===== config.mk =====
export PLATFORM = sky130hd
export DESIGN_NAME = multi_operand_adder_pipe_flat
export DESIGN_NICKNAME = d
export VERILOG_FILES = /design/src/rtl/multi_operand_adder_pipe_if.sv /design/src/rtl/multi_operand_adder_pipe.sv /design/src/flat_wrapper.sv
export SDC_FILE = /design/constraint.sdc
export NUM_CORES = 1
export LEC_CHECK = 0
export CAP_MARGIN = 25
export CORE_ASPECT_RATIO = 1.1
export CORE_MARGIN = 5
export CORE_UTILIZATION = 50
export DETAILED_ROUTE_END_ITERATION = 6
export HOLD_SLACK_MARGIN = 0.1
export PLACE_DENSITY = 0.86
export SYNTH_ARGS = -nofsm -noshare
export SYNTH_HDL_FRONTEND = slang
export SYNTH_SLANG_ARGS = --single-unit

===== constraint.sdc =====
create_clock -name clk -period 5.2 [get_ports clk]
set_input_delay 1.04 -clock clk [delete_from_list [all_inputs] [get_ports clk]]
set_output_delay 1.04 -clock clk [all_outputs]
set_load 0.02 [all_outputs]

===== src/rtl/multi_operand_adder_pipe_if.sv =====
// Handshake bundle for multi_operand_adder_pipe: input operand stream and
// output sum stream, each with its own valid/ready pair.
interface multi_operand_adder_pipe_if #(
  parameter int WIDTH   = 8,
  parameter int NUM_OPS = 3
) ();
  localparam int OUT_W = WIDTH + $clog2(NUM_OPS);

  logic                     in_valid;
  logic                     in_ready;
  logic [NUM_OPS*WIDTH-1:0] in_data;
  logic                     in_last;
  logic                     out_valid;
  logic                     out_ready;
  logic [OUT_W-1:0]         out_sum;
  logic                     out_last;

  modport slave (
    input  in_valid, in_data, in_last, out_ready,
    output in_ready, out_valid, out_sum, out_last
  );

  modport master (
    output in_valid, in_data, in_last, out_ready,
    input  in_ready, out_valid, out_sum, out_last
  );
endinterface


===== src/rtl/multi_operand_adder_pipe.sv =====
// Pipelined full-precision sum of NUM_OPS operands, built as a balanced
// binary adder tree whose levels are spread across PIPE_STAGES registers.
module multi_operand_adder_pipe #(
  parameter int WIDTH       = 8,
  parameter int NUM_OPS     = 3,
  parameter int PIPE_STAGES = 2,
  parameter int SIGNED      = 0
) (
  input logic                       clk,
  input logic                       reset,
  multi_operand_adder_pipe_if.slave bus
);
  localparam int OUT_W    = WIDTH + $clog2(NUM_OPS);
  localparam int TREE_D   = $clog2(NUM_OPS);
  localparam int LVL_BASE = TREE_D / PIPE_STAGES;
  localparam int LVL_REM  = TREE_D % PIPE_STAGES;

  // Partial sums live in a fixed NUM_OPS-wide vector; unused slots stay zero.
  typedef logic [NUM_OPS-1:0][OUT_W-1:0] ops_t;

  function automatic ops_t tree_level(input ops_t a);
    logic [2*NUM_OPS-1:0][OUT_W-1:0] p;
    ops_t r;
    p = '0;
    p[NUM_OPS-1:0] = a;
    r = '0;
    for (int j = 0; j < NUM_OPS; j++) begin
      r[j] = p[2*j] + p[2*j+1];
    end
    return r;
  endfunction

  function automatic ops_t reduce_levels(input ops_t a, input int n);
    ops_t r;
    r = a;
    for (int l = 0; l < TREE_D; l++) begin
      if (l < n) r = tree_level(r);
    end
    return r;
  endfunction

  // Remainder tree levels land in the earliest stages.
  function automatic int lvl_count(input int s);
    return LVL_BASE + ((s < LVL_REM) ? 1 : 0);
  endfunction

  ops_t                   w_ext;
  ops_t                   w_res    [PIPE_STAGES];
  logic [PIPE_STAGES-1:0] w_up_valid;
  logic [PIPE_STAGES-1:0] w_up_last;
  logic [PIPE_STAGES-1:0] w_adv;
  ops_t                   r_data   [PIPE_STAGES];
  logic [PIPE_STAGES-1:0] r_valid;
  logic [PIPE_STAGES-1:0] r_last;
  logic                   w_unused;

  always_comb begin
    w_ext = '0;
    for (int k = 0; k < NUM_OPS; k++) begin
      if (SIGNED != 0) w_ext[k] = OUT_W'($signed(bus.in_data[k*WIDTH +: WIDTH]));
      else             w_ext[k] = OUT_W'(bus.in_data[k*WIDTH +: WIDTH]);
    end
  end

  always_comb begin
    ops_t src;
    src        = '0;
    w_res      = '{default: '0};
    w_up_valid = '0;
    w_up_last  = '0;
    for (int s = 0; s < PIPE_STAGES; s++) begin
      if (s == 0) begin
        src           = w_ext;
        w_up_valid[s] = bus.in_valid;
        w_up_last[s]  = bus.in_last;
      end else begin
        src           = r_data[(s == 0) ? 0 : s-1];
        w_up_valid[s] = r_valid[(s == 0) ? 0 : s-1];
        w_up_last[s]  = r_last[(s == 0) ? 0 : s-1];
      end
      w_res[s] = reduce_levels(src, lvl_count(s));
    end
  end

  // Handshake: a beat moves on any edge where valid & ready are both high.
  // A stage may load when empty or when the stage after it is also moving,
  // so an empty stage always fills even while the output is stalled; the
  // resulting ready chain is purely combinational from out_ready to in_ready.
  always_comb begin
    logic carry;
    carry = bus.out_ready;
    w_adv = '0;
    for (int s = PIPE_STAGES-1; s >= 0; s--) begin
      carry    = !r_valid[s] | carry;
      w_adv[s] = carry;
    end
  end

  always_ff @(posedge clk or posedge reset) begin
    if (reset) begin
      r_valid <= '0;
      r_last  <= '0;
      for (int s = 0; s < PIPE_STAGES; s++) r_data[s] <= '0;
    end else begin
      for (int s = 0; s < PIPE_STAGES; s++) begin
        if (w_adv[s]) begin
          r_valid[s] <= w_up_valid[s];
          if (w_up_valid[s]) begin
            r_data[s] <= w_res[s];
            r_last[s] <= w_up_last[s];
          end
        end
      end
    end
  end

  assign bus.in_ready  = w_adv[0];
  assign bus.out_valid = r_valid[PIPE_STAGES-1];
  assign bus.out_sum   = r_data[PIPE_STAGES-1][0];
  assign bus.out_last  = r_last[PIPE_STAGES-1];

  // Upper slots of the final stage are always zero once the tree has fully reduced.
  assign w_unused = ^r_data[PIPE_STAGES-1][NUM_OPS-1:1];
endmodule


===== src/flat_wrapper.sv =====
// flat-port wrapper written by rule: the top's interface ports become plain ports
module multi_operand_adder_pipe_flat 
#(
  parameter int WIDTH       = 8,
  parameter int NUM_OPS     = 3,
  parameter int PIPE_STAGES = 2,
  parameter int SIGNED      = 0
)
  (clk, reset, bus_in_valid, bus_in_data, bus_in_last, bus_out_ready, bus_in_ready, bus_out_valid, bus_out_sum, bus_out_last);
  multi_operand_adder_pipe_if #(.WIDTH(WIDTH), .NUM_OPS(NUM_OPS)) bus_i ();
  input logic clk;
  input logic reset;
  input wire logic [$bits(bus_i.in_valid)-1:0] bus_in_valid;
  input wire logic [$bits(bus_i.in_data)-1:0] bus_in_data;
  input wire logic [$bits(bus_i.in_last)-1:0] bus_in_last;
  input wire logic [$bits(bus_i.out_ready)-1:0] bus_out_ready;
  output wire logic [$bits(bus_i.in_ready)-1:0] bus_in_ready;
  output wire logic [$bits(bus_i.out_valid)-1:0] bus_out_valid;
  output wire logic [$bits(bus_i.out_sum)-1:0] bus_out_sum;
  output wire logic [$bits(bus_i.out_last)-1:0] bus_out_last;
  assign bus_i.in_valid = bus_in_valid;
  assign bus_i.in_data = bus_in_data;
  assign bus_i.in_last = bus_in_last;
  assign bus_i.out_ready = bus_out_ready;
  assign bus_in_ready = bus_i.in_ready;
  assign bus_out_valid = bus_i.out_valid;
  assign bus_out_sum = bus_i.out_sum;
  assign bus_out_last = bus_i.out_last;
  multi_operand_adder_pipe #(.WIDTH(WIDTH), .NUM_OPS(NUM_OPS), .PIPE_STAGES(PIPE_STAGES), .SIGNED(SIGNED)) u_core (.clk(clk), .reset(reset), .bus(bus_i));
endmodule

# After elaboration in Yosys (flattened, before gate mapping)

Index checks and enable logic that the tools add are counted.

$add $sub $neg: 2
Bitwise logic cells: 2
Reductions and logical operators: 4

Operators with widths:

| kind                   | count |
|---|---|
| adder 10 x 8 -> 10 bit | 1 |
| adder 8 x 8 -> 9 bit   | 1 |
| AND reduction 2 bit    | 2 |
| zero test 1 bit        | 2 |
| bitwise OR 1 bit       | 2 |

Word-level logic and storage cells: 15
Bits of input ports: 29
Register bits: 32
Output and inout port bits: 13

# Depth between registers and ports, before layout

Gate-level depths: netlist (run 1).

Depth in word-level cells: 4
Gate-level depth with buffers: 8
Gate-level depth less buffers: 8

# Worst setup path before layout (run 1)

No wires, ideal clock.

Path type: input-to-reg
Start point: in bus_in_data[0]
End point: reg u_core.r_data[36] in the netlist's numbering
Required time: 5.071 ns
Buffers on the path: 0
Stages: 7
Arrival time: 2.337 ns
Path slack: 2.734 ns
Setup time: 0.129 ns
Cells stage by stage: ha_1 fa_1 a21oi_1 o211ai_1 a21oi_1 xor2_1 o21ai_0

Longest elaborated chain between the ends: 1

Ends and longest elaborated chain:

| item                            | RTL line                        | text |
|---|---|---|
| from (decl)                     | flat_wrapper.sv:14              | `input wire logic [$bits(bus_i.in_data)-1:0] bus_in_data;` |
| adder 8 x 8 -> 9 bit            | multi_operand_adder_pipe.sv:28  | `r[j] = p[2*j] + p[2*j+1];` |
| to (signal, indexed assignment) | multi_operand_adder_pipe.sv:109 | `r_data[s] <= w_res[s];` |
| to (decl)                       | multi_operand_adder_pipe.sv:52  | `ops_t r_data [PIPE_STAGES];` |

Every way passes these cells.
A chain may end at the register's enable or synchronous reset.

# Worst setup path in the final report (run 1)

Start point: in bus_out_ready
End point: out bus_in_ready

Longest elaborated chain between the ends: 2

Ends and longest elaborated chain:

| item                           | RTL line                       | text |
|---|---|---|
| from (decl)                    | flat_wrapper.sv:16             | `input wire logic [$bits(bus_i.out_ready)-1:0] bus_out_ready;` |
| bitwise OR 1 bit (2 in series) | multi_operand_adder_pipe.sv:94 | `carry = !r_valid[s] \| carry;` |
| to (decl)                      | flat_wrapper.sv:17             | `output wire logic [$bits(bus_i.in_ready)-1:0] bus_in_ready;` |

Every way passes these cells.

==> results.cfg, run 1 <==
[run_status]
status = completed

[routing]
dr.pass1.iters = 4
detail_route.wl_per_cell_um = 12.29
final_antenna_net_count = 0
drcViolationCount = 0
vias = 1345
routed_wirelength_um = 3258
first_iter_violations = 56
vias_per_cell = 5.075

[power]
swShare = 0.3407
power_frac_comb = 0.427
intPower_mw = 0.5936
power_frac_seq = 0.377
p_sw_mw = 0.3067
clkPwrFrac = 0.196
ir_worst_vdd_v = 0.0001175
power_density_nw_per_um2 = 386.2
total_leakage_power_nw = 1.035
power.total_mw = 0.9003

[logic_synthesis]
syn-num-nets = 226
yosys-top-cells-area = dfrtp_1 42%, ha_1 11%, mux2_2 8.0%, o21ai_0 4.6%, nand2_1 4.5%
yosysUniqueCellTypes = 29
syn_area_um2 = 1841
synth_cells = 179
avgSynthCellArea_um2 = 10.28
yosys.area.top_type_share = 0.4215
synth.largest_area_cell = dfrtp_1
ys_seq_area_frac = 0.4215
ys_seq_elements = 31
yosysWarnings = 0

[global_routing]
grt-ovfl-total = 0
top_usage_layer = met2
grt_pass1_wl_um = 5285
use_met3 = 0.04128
groute.usage.overall = 0.1438
grt_antenna_before_repair = 0
grt_pass1_vias = 1265
grt_use_met2 = 0.2519
use_met1 = 0.1523
grt_start_max_net_pins = 27

[critical_path]
slowest_stage = clkdlybuf4s50_1
arrival_ns = 2.28
required_ns = 4.16
cp_max_fo = 3
critPathMaxStageDelay_ns = 0.62
crit_end = bus_in_ready
path_cells = clkdlybuf4s50_1 > nand3b_1 > clkdlybuf4s50_1
r2r-start = u_core.r_data[30]
cp-end-kind = output port
criticalPathCategory = in2out
cp_common_cell = clkdlybuf4s50_1
r2r-end = u_core.bus.out_sum[8]
r2r_slack_ns = 3.19
worstRegToRegCells = 8
cp-startpoint = bus_out_ready
critPathLaunchType = input pin

[timing]
tns_ns = 0
hold_viol_final = 0
slew_viol_final = 0
rsz0062_at_grt = false
period_share = 0.6382
min_period_ns = 3.318
finalSetupViolCount = 0
relSlewSlack = 0.4411
clock_skew_ns = 0.003021
timing.fmax_mhz = 301.4
worstMarginPinSlew_ns = 0.8363

[clocking]
cts-resized-gates = 0
cts.clk_slew.worst_paths_ns = 0.06
clockBufferDepth = 2
h-tree-depth = 2
cts-root-buf = clkbuf_8
cts_tree = built
cts_buffers = 5
ctsHoldBuffers = 0
cts_setup_buffers = 0
insertion_delay_ns = 0.28
clock_sinks = 31

[run]
cap_violations = 0

[floorplanning]
placementRows = 23
die_x_um = 67.85
core_um2 = 3597
initial_utilization = 0.5117
io_pins = 42
dieArea_um2 = 4996
die_h_um = 73.64

[min_path]
hold_depth = 2
hold_start = u_core.bus.out_sum[3]
hold_class = reg2reg

[layout]
num_antenna_cells = 0
nFillCells = 299
drive_above_1_share = 0.1023
layout_common_cells = 41 x clkdlybuf4s50_1, 31 x dfrtp_1, 22 x nand2_1
final_common_cell = clkdlybuf4s50_1
nets = 261
syn_to_final_growth_pct = 26.65

[placed_design]
dp_hpwl_um = 2546
gp_congestion = 0.8428
portBuffers = 41
per-stage QoR:
stage / hold slack, ns / setup slack [ns] / area (um2) / util / cells
5_1_grt: 0.4994 / 1.842 / 2331 / 0.6480 / 265
4_1_cts: 0.4819 / 1.873 / 2331 / 0.6480 / 265
3_5_place_dp: 0.4686 / 1.884 / 2250 / 0.6254 / 257
2_1_floorplan: 0.4498 / 2.734 / 1841 / - / 179
3_3_place_gp: 0.4597 / 1.908 / 2222 / 0.6177 / 256
6_report: 0.4758 / 1.882 / 2331 / 0.6480 / 265
final cells by class:
cell class | count | area (um2) | share of cell area
Multi-Input combinational cell | 128 | 950.9 | 0.4079
Sequential cell | 31 | 775.7 | 0.3328
Timing Repair Buffer | 42 | 437.9 | 0.1879
Clock buffer | 7 | 76.32 | 0.03274
Tap cell | 50 | 62.56 | 0.02684
Inverter | 6 | 22.52 | 0.009662
Clock inverter | 1 | 5.005 | 0.002147
worst min path at each step:
stage	endpoint	slack, ns
2_1_floorplan	u_core.bus.out_sum[6]	0.45
3_3_place_gp	u_core.bus.out_sum[2]	0.46
3_5_place_dp	u_core.bus.out_sum[8]	0.47
4_1_cts	u_core.bus.out_sum[8]	0.48
5_1_grt	u_core.bus.out_sum[1]	0.50
6_report	u_core.bus.out_sum[3]	0.48
power groups by stage:
stage,Combinational (mW),Clock [mW],Sequential (mW)
after floorplan,0.298,0,0.338
after global placement,0.371,0,0.341
after detailed placement,0.383,0,0.344
after CTS,0.387,0.179,0.340
after global routing,0.422,0.191,0.348
final,0.384,0.176,0.340
flip-flops by register name (all words and copies together) (netlist names):
| register | flops |
|---|---|
| u_core.r_data | 17 |
| u_core.bus.out_sum | 10 |
| u_core.r_last | 2 |
| u_core.r_valid | 2 |
cells by family after synthesis:
kind of cell,after synthesis,synth area share
buf+inv,20,0.06186
compound gates,47,0.1584
simple gates,40,0.1006
flops,31,0.4215
mux,13,0.07954
fa+ha+maj,18,0.1305
xor+xnor,10,0.04759
worst max-delay path, delay by kind of cell:
kind | cells | cell delay, ns
buffers and inverters | 2 | 1.09
AND/OR/NAND/NOR | 1 | 0.15
Yosys cell counts:
cell type	instances
dfrtp_1	31
nand2_1	22
o21ai_0	17
ha_1	16
mux2_2	13
buf_4	10
a21oi_1	9
xor2_1	9
inv_1	6
nand2b_1	5
nor2_1	5
nor3_1	5
o21a_1	4
a211oi_1	3
a21o_1	3
clkbuf_1	3
o31ai_1	3
fa_1	2
o211ai_1	2
o21bai_1	2
a31o_2	1
a31oi_1	1
buf_2	1
nand3b_1	1
nor2b_4	1
o211a_1	1
o31a_1	1
or3_1	1
xnor2_1	1
layer usage:
layer,up-vias,part of all wire
li1,687,-
met1,623,0.43
met2,29,0.49
met3,6,0.053
met4,0,0.025
met5,-,0
Power figures use the tool's default switching activity.
==> inputs of run 2 (changes only) <==
clock period = 3.3 ns   (was 5.2 ns; I/O delays follow)
==> run 2 against run 1 <==
Routed wire length is 0.86% higher. Sequential share of layout area is 0.18 points higher. Via count is 1.4% higher. Setup slack worse by 1.1 ns. Clock power is 58% higher. Critical path type unchanged.
==> results.cfg, run 2 (same netlist as run 1, synthesis figures left out) <==
[run_status]
status = completed

[clocking]
cts_tree = built
cts_buffers = 5
h-tree-depth = 2
ctsHoldBuffers = 0
cts.clk_slew.worst_paths_ns = 0.06
cts-root-buf = clkbuf_8
cts-resized-gates = 0
cts_setup_buffers = 0
clock_sinks = 31
insertion_delay_ns = 0.28
clockBufferDepth = 2

[floorplanning]
placementRows = 23
io_pins = 42
dieArea_um2 = 4996
initial_utilization = 0.5117
die_h_um = 73.64
die_x_um = 67.85
core_um2 = 3597

[timing]
tns_ns = 0
rsz0062_at_grt = false
worstMarginPinSlew_ns = 0.7415
slew_viol_final = 0
hold_viol_final = 0
relSlewSlack = 0.5045
clock_skew_ns = 0.006725
min_period_ns = 2.562
period_share = 0.7765
timing.fmax_mhz = 390.3
finalSetupViolCount = 0

[routing]
vias_per_cell = 5.128
dr_wl_met3_um = 157
dr.pass1.iters = 4
vias = 1364
dr_wl_met2_um = 1671
dr.max_layer_used = met4
routed_wirelength_um = 3286
first_iter_violations = 96
met1_length_um = 1376
detail_route.wl_per_cell_um = 12.35
final_antenna_net_count = 0
drcViolationCount = 0

[layout]
syn_to_final_growth_pct = 25.97
drive_above_1_share = 0.1065
num_antenna_cells = 0
largest_reg_flops = 17
final_common_cell = clkdlybuf4s50_1
layout_common_cells = 41 x clkdlybuf4s50_1, 31 x dfrtp_1, 22 x nand2_1
largest-register = u_core.r_data
nets = 262

[critical_path]
criticalPathCategory = in2out
required_ns = 2.64
cp-end-kind = output port
arrival_ns = 1.90
critPathLaunchType = input pin
cp_max_fo = 3

[global_routing]
grt_pass1_vias = 1437
grt_pass1_wl_um = 5727
grt_antenna_before_repair = 0
groute.usage.overall = 0.1511
grt-ovfl-total = 0
grt_start_max_net_pins = 32

[power]
power_density_nw_per_um2 = 611.7
ir_worst_vdd_v = 0.0002495
total_leakage_power_nw = 1.032
power.total_mw = 1.418

[placed_design]
portBuffers = 41
gp_congestion = 0.8394
dp_hpwl_um = 2542

[run]
cap_violations = 0

[min_path]
hold_class = reg2reg
run 2: per-layer routing:
metal,global-route usage,vias up
li1,-,690
met1,0.1542,630
met2,0.2768,37
met3,0.03211,7
met4,0.08830,0
met5,0,-
run 2: worst paths after layout:
check | start | end | slack, ns | cells after the start
setup / recovery | bus_out_ready | bus_in_ready | 0.74 | 3
hold / removal | u_core.bus.out_sum[3] | u_core.bus.out_sum[3] | 0.47 | 2
setup reg to reg | u_core.r_data[30] | u_core.bus.out_sum[8] | 1.31 | 8
hold reg to reg | u_core.bus.out_sum[3] | u_core.bus.out_sum[3] | 0.47 | 2
max in group asynchronous | reset | u_core.r_data[34] | 2.27 | 3
min in group asynchronous | reset | u_core.bus.out_sum[5] | 0.75 | 3
run 2: critical path, stage by stage:
cell	delay (ns)
clkdlybuf4s50_1	0.46
nand3b_1	0.15
clkdlybuf4s50_1	0.63
run 2: report_power, final:
part / internal (mW) / switching [mW] / leakage (nW)
Combinational: 0.306 / 0.299 / 0.620
Sequential: 0.480 / 0.0544 / 0.369
Clock: 0.148 / 0.131 / 0.0422
run 2: metrics by stage:
stage	setup slack, ns	area, um2	hold WS [ns]	utilization	std cells
after CTS	0.7312	2318	0.4830	0.6445	266
after floorplan	1.214	1841	0.4498	-	179
after global routing	0.6995	2318	0.4913	0.6445	266
final	0.7376	2318	0.4731	0.6445	266
after global placement	0.6838	2237	0.4597	0.6219	258
after detailed placement	0.5961	2237	0.4696	0.6219	258
run 2: area by class of cell:
cell class,count,area (um2)
Fill cell,290,1279
Multi-Input combinational cell,128,950.9
Sequential cell,31,775.7
Timing Repair Buffer,43,425.4
Clock buffer,7,76.32
Tap cell,50,62.56
Inverter,6,22.52
Clock inverter,1,5.005
